[src/rtl/rr_arb_pkg.sv]
// Shared types and defaults for the 4-way round-robin arbiter.
// Holds the FSM encoding, the search result type and the default hold limit.
package rr_arb_pkg;

  typedef enum logic {
    ST_IDLE  = 1'b0,
    ST_GRANT = 1'b1
  } state_t;

  typedef struct packed {
    logic       vld;
    logic [1:0] idx;
  } pick_t;

  localparam int HOLD_MAX_DEF = 8;

endpackage

[src/rtl/onhot_enc4.sv]
// One-hot to binary index encoder for a 4-bit vector; all-zero encodes as 0.
module onhot_enc4 (
  input  logic [3:0] onehot,
  output logic [1:0] idx
);

  always_comb begin
    idx = 2'd0;
    case (onehot)
      4'b0010: idx = 2'd1;
      4'b0100: idx = 2'd2;
      4'b1000: idx = 2'd3;
      default: idx = 2'd0;
    endcase
  end

endmodule

[src/rtl/rr_arb4.sv]
// Four-requester round-robin arbiter with registered one-hot grant and
// hold-time preemption once a holder has kept the grant for HOLD_MAX cycles.
module rr_arb4
  import rr_arb_pkg::*;
#(
  parameter int HOLD_MAX = HOLD_MAX_DEF
) (
  input  logic       clk,
  input  logic       rst,
  input  logic [3:0] req,
  output logic [3:0] gnt,
  output logic [1:0] gnt_id,
  output logic       busy
);

  localparam int HOLD_EFF = (HOLD_MAX < 2) ? 2 : HOLD_MAX;
  localparam int CW       = $clog2(HOLD_EFF);
  localparam logic [CW-1:0] HCNT_LIM = CW'(HOLD_EFF - 1);

  state_t        state, state_n;
  logic [1:0]    ptr, ptr_n;
  logic [CW-1:0] hcnt, hcnt_n;
  logic [3:0]    gnt_n;
  pick_t         pick_all, pick_oth;
  logic          holder_req, at_limit;

  // First asserted bit of r scanning p, p+1, p+2, p+3 (mod 4).
  function automatic pick_t rr_pick(input logic [3:0] r, input logic [1:0] p);
    pick_t      res;
    logic [1:0] idx;
    res = '0;
    for (int k = 0; k < 4; k++) begin
      idx = p + 2'(k);
      if (!res.vld && r[idx]) begin
        res.vld = 1'b1;
        res.idx = idx;
      end
    end
    return res;
  endfunction

  always_comb begin
    state_n    = state;
    ptr_n      = ptr;
    hcnt_n     = hcnt;
    gnt_n      = gnt;
    pick_all   = rr_pick(req, ptr);
    pick_oth   = rr_pick(req & ~gnt, ptr);
    holder_req = |(req & gnt);
    at_limit   = (hcnt == HCNT_LIM);
    case (state)
      ST_IDLE: begin
        if (pick_all.vld) begin
          state_n = ST_GRANT;
          gnt_n   = 4'b0001 << pick_all.idx;
          ptr_n   = pick_all.idx + 2'd1;
          hcnt_n  = '0;
        end
      end
      ST_GRANT: begin
        // A release wins over a simultaneous preemption condition.
        if (!holder_req) begin
          if (pick_all.vld) begin
            gnt_n  = 4'b0001 << pick_all.idx;
            ptr_n  = pick_all.idx + 2'd1;
            hcnt_n = '0;
          end else begin
            state_n = ST_IDLE;
            gnt_n   = 4'b0000;
            hcnt_n  = '0;
          end
        end else if (at_limit && pick_oth.vld) begin
          gnt_n  = 4'b0001 << pick_oth.idx;
          ptr_n  = pick_oth.idx + 2'd1;
          hcnt_n = '0;
        end else if (!at_limit) begin
          hcnt_n = hcnt + 1'b1;
        end
      end
      default: begin
        state_n = ST_IDLE;
        gnt_n   = 4'b0000;
        hcnt_n  = '0;
      end
    endcase
  end

  always_ff @(posedge clk or posedge rst) begin
    if (rst) begin
      state <= ST_IDLE;
      ptr   <= 2'd0;
      hcnt  <= '0;
      gnt   <= 4'b0000;
    end else begin
      state <= state_n;
      ptr   <= ptr_n;
      hcnt  <= hcnt_n;
      gnt   <= gnt_n;
    end
  end

  onhot_enc4 u_enc (
    .onehot (gnt),
    .idx    (gnt_id)
  );

  assign busy = |gnt;

endmodule

[config.mk]
export PLATFORM = sky130hd
export DESIGN_NAME = rr_arb4
export DESIGN_NICKNAME = d
export VERILOG_FILES = /design/src/rtl/rr_arb_pkg.sv /design/src/rtl/onhot_enc4.sv /design/src/rtl/rr_arb4.sv
export SDC_FILE = /design/constraint.sdc
export NUM_CORES = 1
export LEC_CHECK = 0
export CORE_MARGIN = 3
export CORE_UTILIZATION = 34
export CTS_CLUSTER_DIAMETER = 60
export DETAILED_ROUTE_END_ITERATION = 8
export SLEW_MARGIN = 20
export SYNTH_ARGS = -nofsm -noshare
export SYNTH_HDL_FRONTEND = slang
export SYNTH_HIERARCHICAL = 1
export SYNTH_SLANG_ARGS = --single-unit
export TNS_END_PERCENT = 100
[constraint.sdc]
create_clock -name clk -period 2.12 [get_ports clk]
set_input_delay 0.424 -clock clk [delete_from_list [all_inputs] [get_ports clk]]
set_output_delay 0.424 -clock clk [all_outputs]
set_load 0.1 [all_outputs]
==> results.md, run 1 <==
- CP peak stage delay: between 500 and 600 ps
- Max Cap Viol: 0
- Worst-Skew Late Latency: about 260 ps
- Slowest cell on crit path: or4_1
- Hold Crit Class: in -> async
- Post-synth cell types: 44
- Antenna viol nets, final: 0
- Final Cycle Share: between 90% and 100%
- Reg-to-reg slack, setup: 260 ps
- Post-synth EDFFs: 0
- Fmax: about 500 MHz
- DP Wirelength: 1840 um
- Diodes inserted: 0
- Layout cell share with drive strength beyond 1: a little under two fifths
- Area Overhead vs Synth: 36.1%
- Final setup vio count: 0
- Post-synthesis sequential area ratio: between 20% and 30%
- Syn_nets: about 110
- Die ar.: between 3000 and 4000 sq um
- Clock Skews: 1.31 ps
- Initial Util: a little over a third
- Actual slew at the worst max-slew pin: 455 ps
- Yosys warning total: 6
- Final Non-Filler Cells: 150
- Initial DRC count: roughly 40
- CTS sink count: 10
- First drt pass iteration count: 5
- Die H: 58.0 um
- Setup Crit Path Kind: reg -> out
- Largest net degree at the start of global routing: 11
- Min Tclk post-route: around 2000 ps
- Vias/cell: 5.36
- Synth Flop Type: dfrtp_1
- Maximum clock insertion buffer count: 2
- Post-Syn Area: 920 sq um
- Worst path bufs/invs: 1
- Port Buf Inserts: 12
- Vias post-DR: ~800
- Final hold violations: 0
- CP max FO: 7
- CTS buffer count: 3
- I/O pins: 13
- Mapped Avg Cell Area: about 10 sq um
- Final slew viol count: 0
- Clock transition at path regs: about 80 ps
- Dpl cells: ~150
- CP top delay family: simple AND/OR/NAND/NOR gates
- Async S/R FF share, synth: 100%
- Setup tns final: 0 ps
- CP endpoint kind: output pin
- Run status: completed
- Arrival time at the worst endpoint: about 1600 ps
- Vias in the first global route: roughly 800
- First-pass GRT wire length: 3800 um
- Wire length per cell: approximately 15 um
- Nets: ~140
- Final wirelength: around 2300 um
- H-tree depth: 1
- Final Instance Area: ~1300 sq um
- Core area: 2520 sq um
- Seq. cell area: ~260 sq um
- Placement Rows: 18
- Antenna violations before repair: 0
- Post-CTS setup buffers: 0
- CTS root buffer: clkbuf_4
- DRC Markers: 0
- Worst Setup SP: gnt[2]
- GRT Total Usage: 14.9%
- CTS tree: done
- Cts-stage hold buffer count: 0
- Die width: a little under 60 um
- Fill count: around 250
- Crit path cell chain: or4_1 -> buf_12
- GPL Wtd Cong: 0.888
- Post-Synthesis Cells: 92
- Total congestion overflow: 0
- CP startpoint kind: register
- CP Data Required Time: 1700 ps
- Slew margin rel.: between 60% and 70%
- Cell Area, Placed: 1210 sq um
- RSZ-0062 raised after global routing: no
- RR Startpoint: gnt[1]
- Synth Register Bits: 10
- Area of the multi-input gates: 641 sq um
-- registers in the layout, indices dropped and copies added (netlist names) --
register  cells
gnt           4
hcnt          3
ptr           2
state         1
-- routing by layer --
metal / vias up / part of all wire (%) / GRT usage (%)
met5: - / 0 / 0
met4: 0 / 0.71 / 3.97
met3: 2 / 1.4 / 2.67
met2: 7 / 48 / 23.7
met1: 386 / 50 / 20.9
li1: 409 / - / -
-- area by class of cell --
class,count,share of cell area [%]
Multi-Input combinational cell,73,51.2
Sequential cell,10,20.8
Timing Repair Buffer,26,20.0
Tap cell,30,3.00
Clock buffer,4,2.90
Inverter,7,2.10
-- worst register-to-register path: stages, from the launching register on --
cell,delay (ps)
dfrtp_2,470
and2b_4,320
o21ai_0,90
a21oi_1,190
a21oi_1,90
ha_1,280
nor3_1,220
a211oi_1,70
-- cell families after synthesis --
| logic type | share of synthesized area [%] |
|---|---|
| adders and majority gates | 13.6 |
| DFF | 27.2 |
| muxes | 1.09 |
| AOI/OAI and AO/OA | 32.7 |
| buffers and inverters | 4.49 |
| and+or+nand+nor | 19.1 |
| xor gates and xnor gates | 1.91 |
-- final timing paths --
path                           end  cells after the start
hold reg to reg            hcnt[1]                      1
min in group clk           hcnt[1]                      1
setup / recovery              busy                      2
max in group asynchronous   gnt[3]                      2
hold / removal             hcnt[1]                      2
setup reg to reg            ptr[1]                      7
-- what timing repair did --
item                                    CTS  global route
endpoints found under the hold margin     0             0
resized for setup                         0             2
endpoints found under the setup margin    0             3
-- metrics by stage --
step / setup WS [ps] / util [%] / hold WS (ps)
3_5_place_dp: -231 / 48.0 / 505
3_3_place_gp: -211 / 48.0 / 493
5_1_grt: 47.6 / 49.6 / 453
2_1_floorplan: 17.9 / - / 264
4_1_cts: 48.6 / 49.4 / 449
6_report: 106 / 49.6 / 432
-- cell usage after synthesis (2+ instances only) --
master	count	area, sq um
nor3_2	2	20.0
o21a_1	2	15.0
o22ai_1	4	25.0
a21o_1	3	22.5
nor2b_4	2	27.5
dfrtp_1	10	250
a2bb2oi_1	3	26.3
xnor2_1	2	17.5
a21oi_1	6	30.0
inv_1	7	26.3
a22o_1	3	26.3
ha_1	10	125
nor3_1	3	15.0
nand2_1	5	18.8
-- layout by cell type (no fill, tap or decap), types with 2 or more instances in the layout --
cell,synthesis,final
a21o_1,3,3
a21oi_1,6,6
a22o_1,3,3
a2bb2oi_1,3,3
buf_12,0,3
buf_4,0,18
clkbuf_4,0,3
clkdlybuf4s50_1,0,3
dfrtp_1,10,6
dfrtp_2,0,2
dfrtp_4,0,2
dlymetal6s2s_1,0,2
ha_1,10,10
inv_1,7,7
nand2_1,5,5
nor2b_4,2,2
nor3_1,3,3
nor3_4,0,2
o21a_1,2,2
o22ai_1,4,4
xnor2_1,2,2
Power of run 1 is left out: the tool's default activity adds up to more than one toggle a clock period on the data nets, which glitch-free logic cannot reach.
==> run 2, diff against run 1 <==
Clock period 2.12 ns to 2.3 ns, I/O delays scaled along.
==> run 2 against run 1 <==
Effect of this change: utilization fell by 2.0 points; worst setup slack improved by 180 ps; non-clock buffer count fell by 6; global-route usage fell by 1.1 points; count of clock-buffer cells in the layout did not move; sequential share of layout area rose by 0.45 points; design area fell by 4.0%; critical path depth rose by 5; register-to-register slack improved by 190 ps; first-iteration DRC count fell by 34%; routed wire length fell by 4.9%.
==> results.md, run 2 (synthesis results as in run 1) <==
- Run status: completed
- First-pass GRT wire length: between 3000 and 4000 um
- Final setup vio count: 0
- CTS buffer count: 3
- Dpl cells: 140
- Final slew viol count: 0
- Seq. cell area: around 260 sq um
- Placement Rows: 18
- Min Tclk post-route: 2010 ps
- Max FFs per register: 4
- Worst r2r path cells: 7
- Post-CTS setup buffers: 0
- Total congestion overflow: 0
- WHS: 484 ps
- DRC Markers: 0
- Vias/cell: 5.58
- Worst-Skew Late Latency: around 270 ps
- GPL Wtd Cong: slightly above 0.8
- RSZ-0062 raised after global routing: no
- RR Startpoint: gnt[1]
- Max Cap Viol: 0
- GR Util met1: 19.6%
- First drt pass iteration count: 4
- Final Instance Area: around 1200 sq um
- Die H: slightly below 60 um
- CP peak stage delay: about 600 ps
- Wire length per cell: between 10 and 15 um
- Final Cycle Share: between 80 and 90%
- GR Layer Usage met2: a little over a fifth
- Clock Skews: just over 6 ps
- Die width: 58.0 um
- Setup tns final: 0 ps
- GRT Total Usage: between 10 and 15%
- Reg-to-reg slack, setup: about 450 ps
- I/O pins: 13
- Die ar.: between 3000 and 4000 sq um
- CP max FO: 7
- Area Overhead vs Synth: 30.6%
- Largest net degree at the start of global routing: 11
- Final Non-Filler Cells: roughly 140
- CP Data Required Time: around 2400 ps
- Core area: about 2500 sq um
- Worst Setup SP: req[3]
- Initial Util: approximately 36%
- Clock transition at path regs: 70 ps
- Most frequent cells in the layout: buf_4 (12), ha_1 (10), inv_1 (7)
- Cts-stage hold buffer count: 0
- CTS sink count: 10
- Largest registers: gnt x4, hcnt x3, ptr x2
- Crit Reg-Reg Endpoint: ptr[1]
- Top reg by flops: gnt
- Fmax: between 400 and 500 MHz
- Actual slew at the worst max-slew pin: between 400 and 500 ps
- H-tree depth: 1
- Arrival time at the worst endpoint: 2150 ps
- Vias post-DR: 804
- DP Wirelength: around 1800 um
- CTS tree: done
- Final hold violations: 0
- CP startpoint kind: input port
- Layout cell share with drive strength beyond 1: around a third
- CTS-repair resized insts: 0
- Leading cell type in the layout, fill and taps excluded: buf_4
- Maximum clock insertion buffer count: 2
- Busiest grt layer: met2
- Antenna viol nets, final: 0
- Vias in the first global route: roughly 820
- Initial DRC count: 27
- Nets: between 100 and 150
- Slowest cell on crit path: clkdlybuf4s50_1
- Setup Crit Path Kind: in -> reg
- Port Buf Inserts: 12
- Fill count: about 250
- Antenna violations before repair: 0
- Area of the multi-input gates: 641 sq um
- Slew margin rel.: 68.6%
- CP endpoint kind: register
- Diodes inserted: 0
- CTS root buffer: clkbuf_4
- Final wirelength: approximately 2100 um
- Hold Crit Class: in -> async
- Cell Area, Placed: 1160 sq um
- Met3 usage in global routing: under 10%
- Crit path cell chain: clkdlybuf4s50_1 -> or2b_1 -> a21oi_1 -> o211a_1 -> ha_1 -> nor3_1 -> a211oi_1
==> run 2: changes by cell type in the layout (fill, tap and decap cells not counted) <==
cell     change
dfrtp_2      +2
buf_4        -6
dfrtp_4      -2
==> run 2: worst max-delay path, delay by kind of cell <==
family,cells,cell delay (ps)
AO/OA/AOI/OAI,3,390
AND/OR/NAND/NOR,2,460
buffers and inverters,1,600
adder cells (fa/ha/maj),1,240
==> run 2: how the worst max path moves through the flow <==
stage	end	depth (start not counted)	slack (ps)
global route	ptr[1]	7	140
global placement	ptr[1]	8	-20
floorplan	gnt_id[1]	2	120
CTS	ptr[1]	8	210
finish	ptr[1]	7	290
detailed placement	ptr[1]	8	-60
==> run 2: final cells by class <==
class | count | area share (%)
Inverter | 7 | 2.19
Timing Repair Buffer | 20 | 17.1
Tap cell | 30 | 3.13
Clock buffer | 4 | 3.02
Sequential cell | 10 | 21.3
Multi-Input combinational cell | 73 | 53.3
==> run 2: routing by layer <==
layer	vias up	wire, um
li1	396	-
met1	385	1020
met2	18	1000
met3	5	91
met4	0	27
met5	-	0
==> run 2: stage by stage <==
stage	util, %	setup WS [ps]
final	47.6	288
after global routing	47.6	143
after CTS	47.4	206
after global placement	46.0	-16.8
after detailed placement	46.0	-58.3
after floorplan	-	119
Power of run 2 is left out for the same reason.
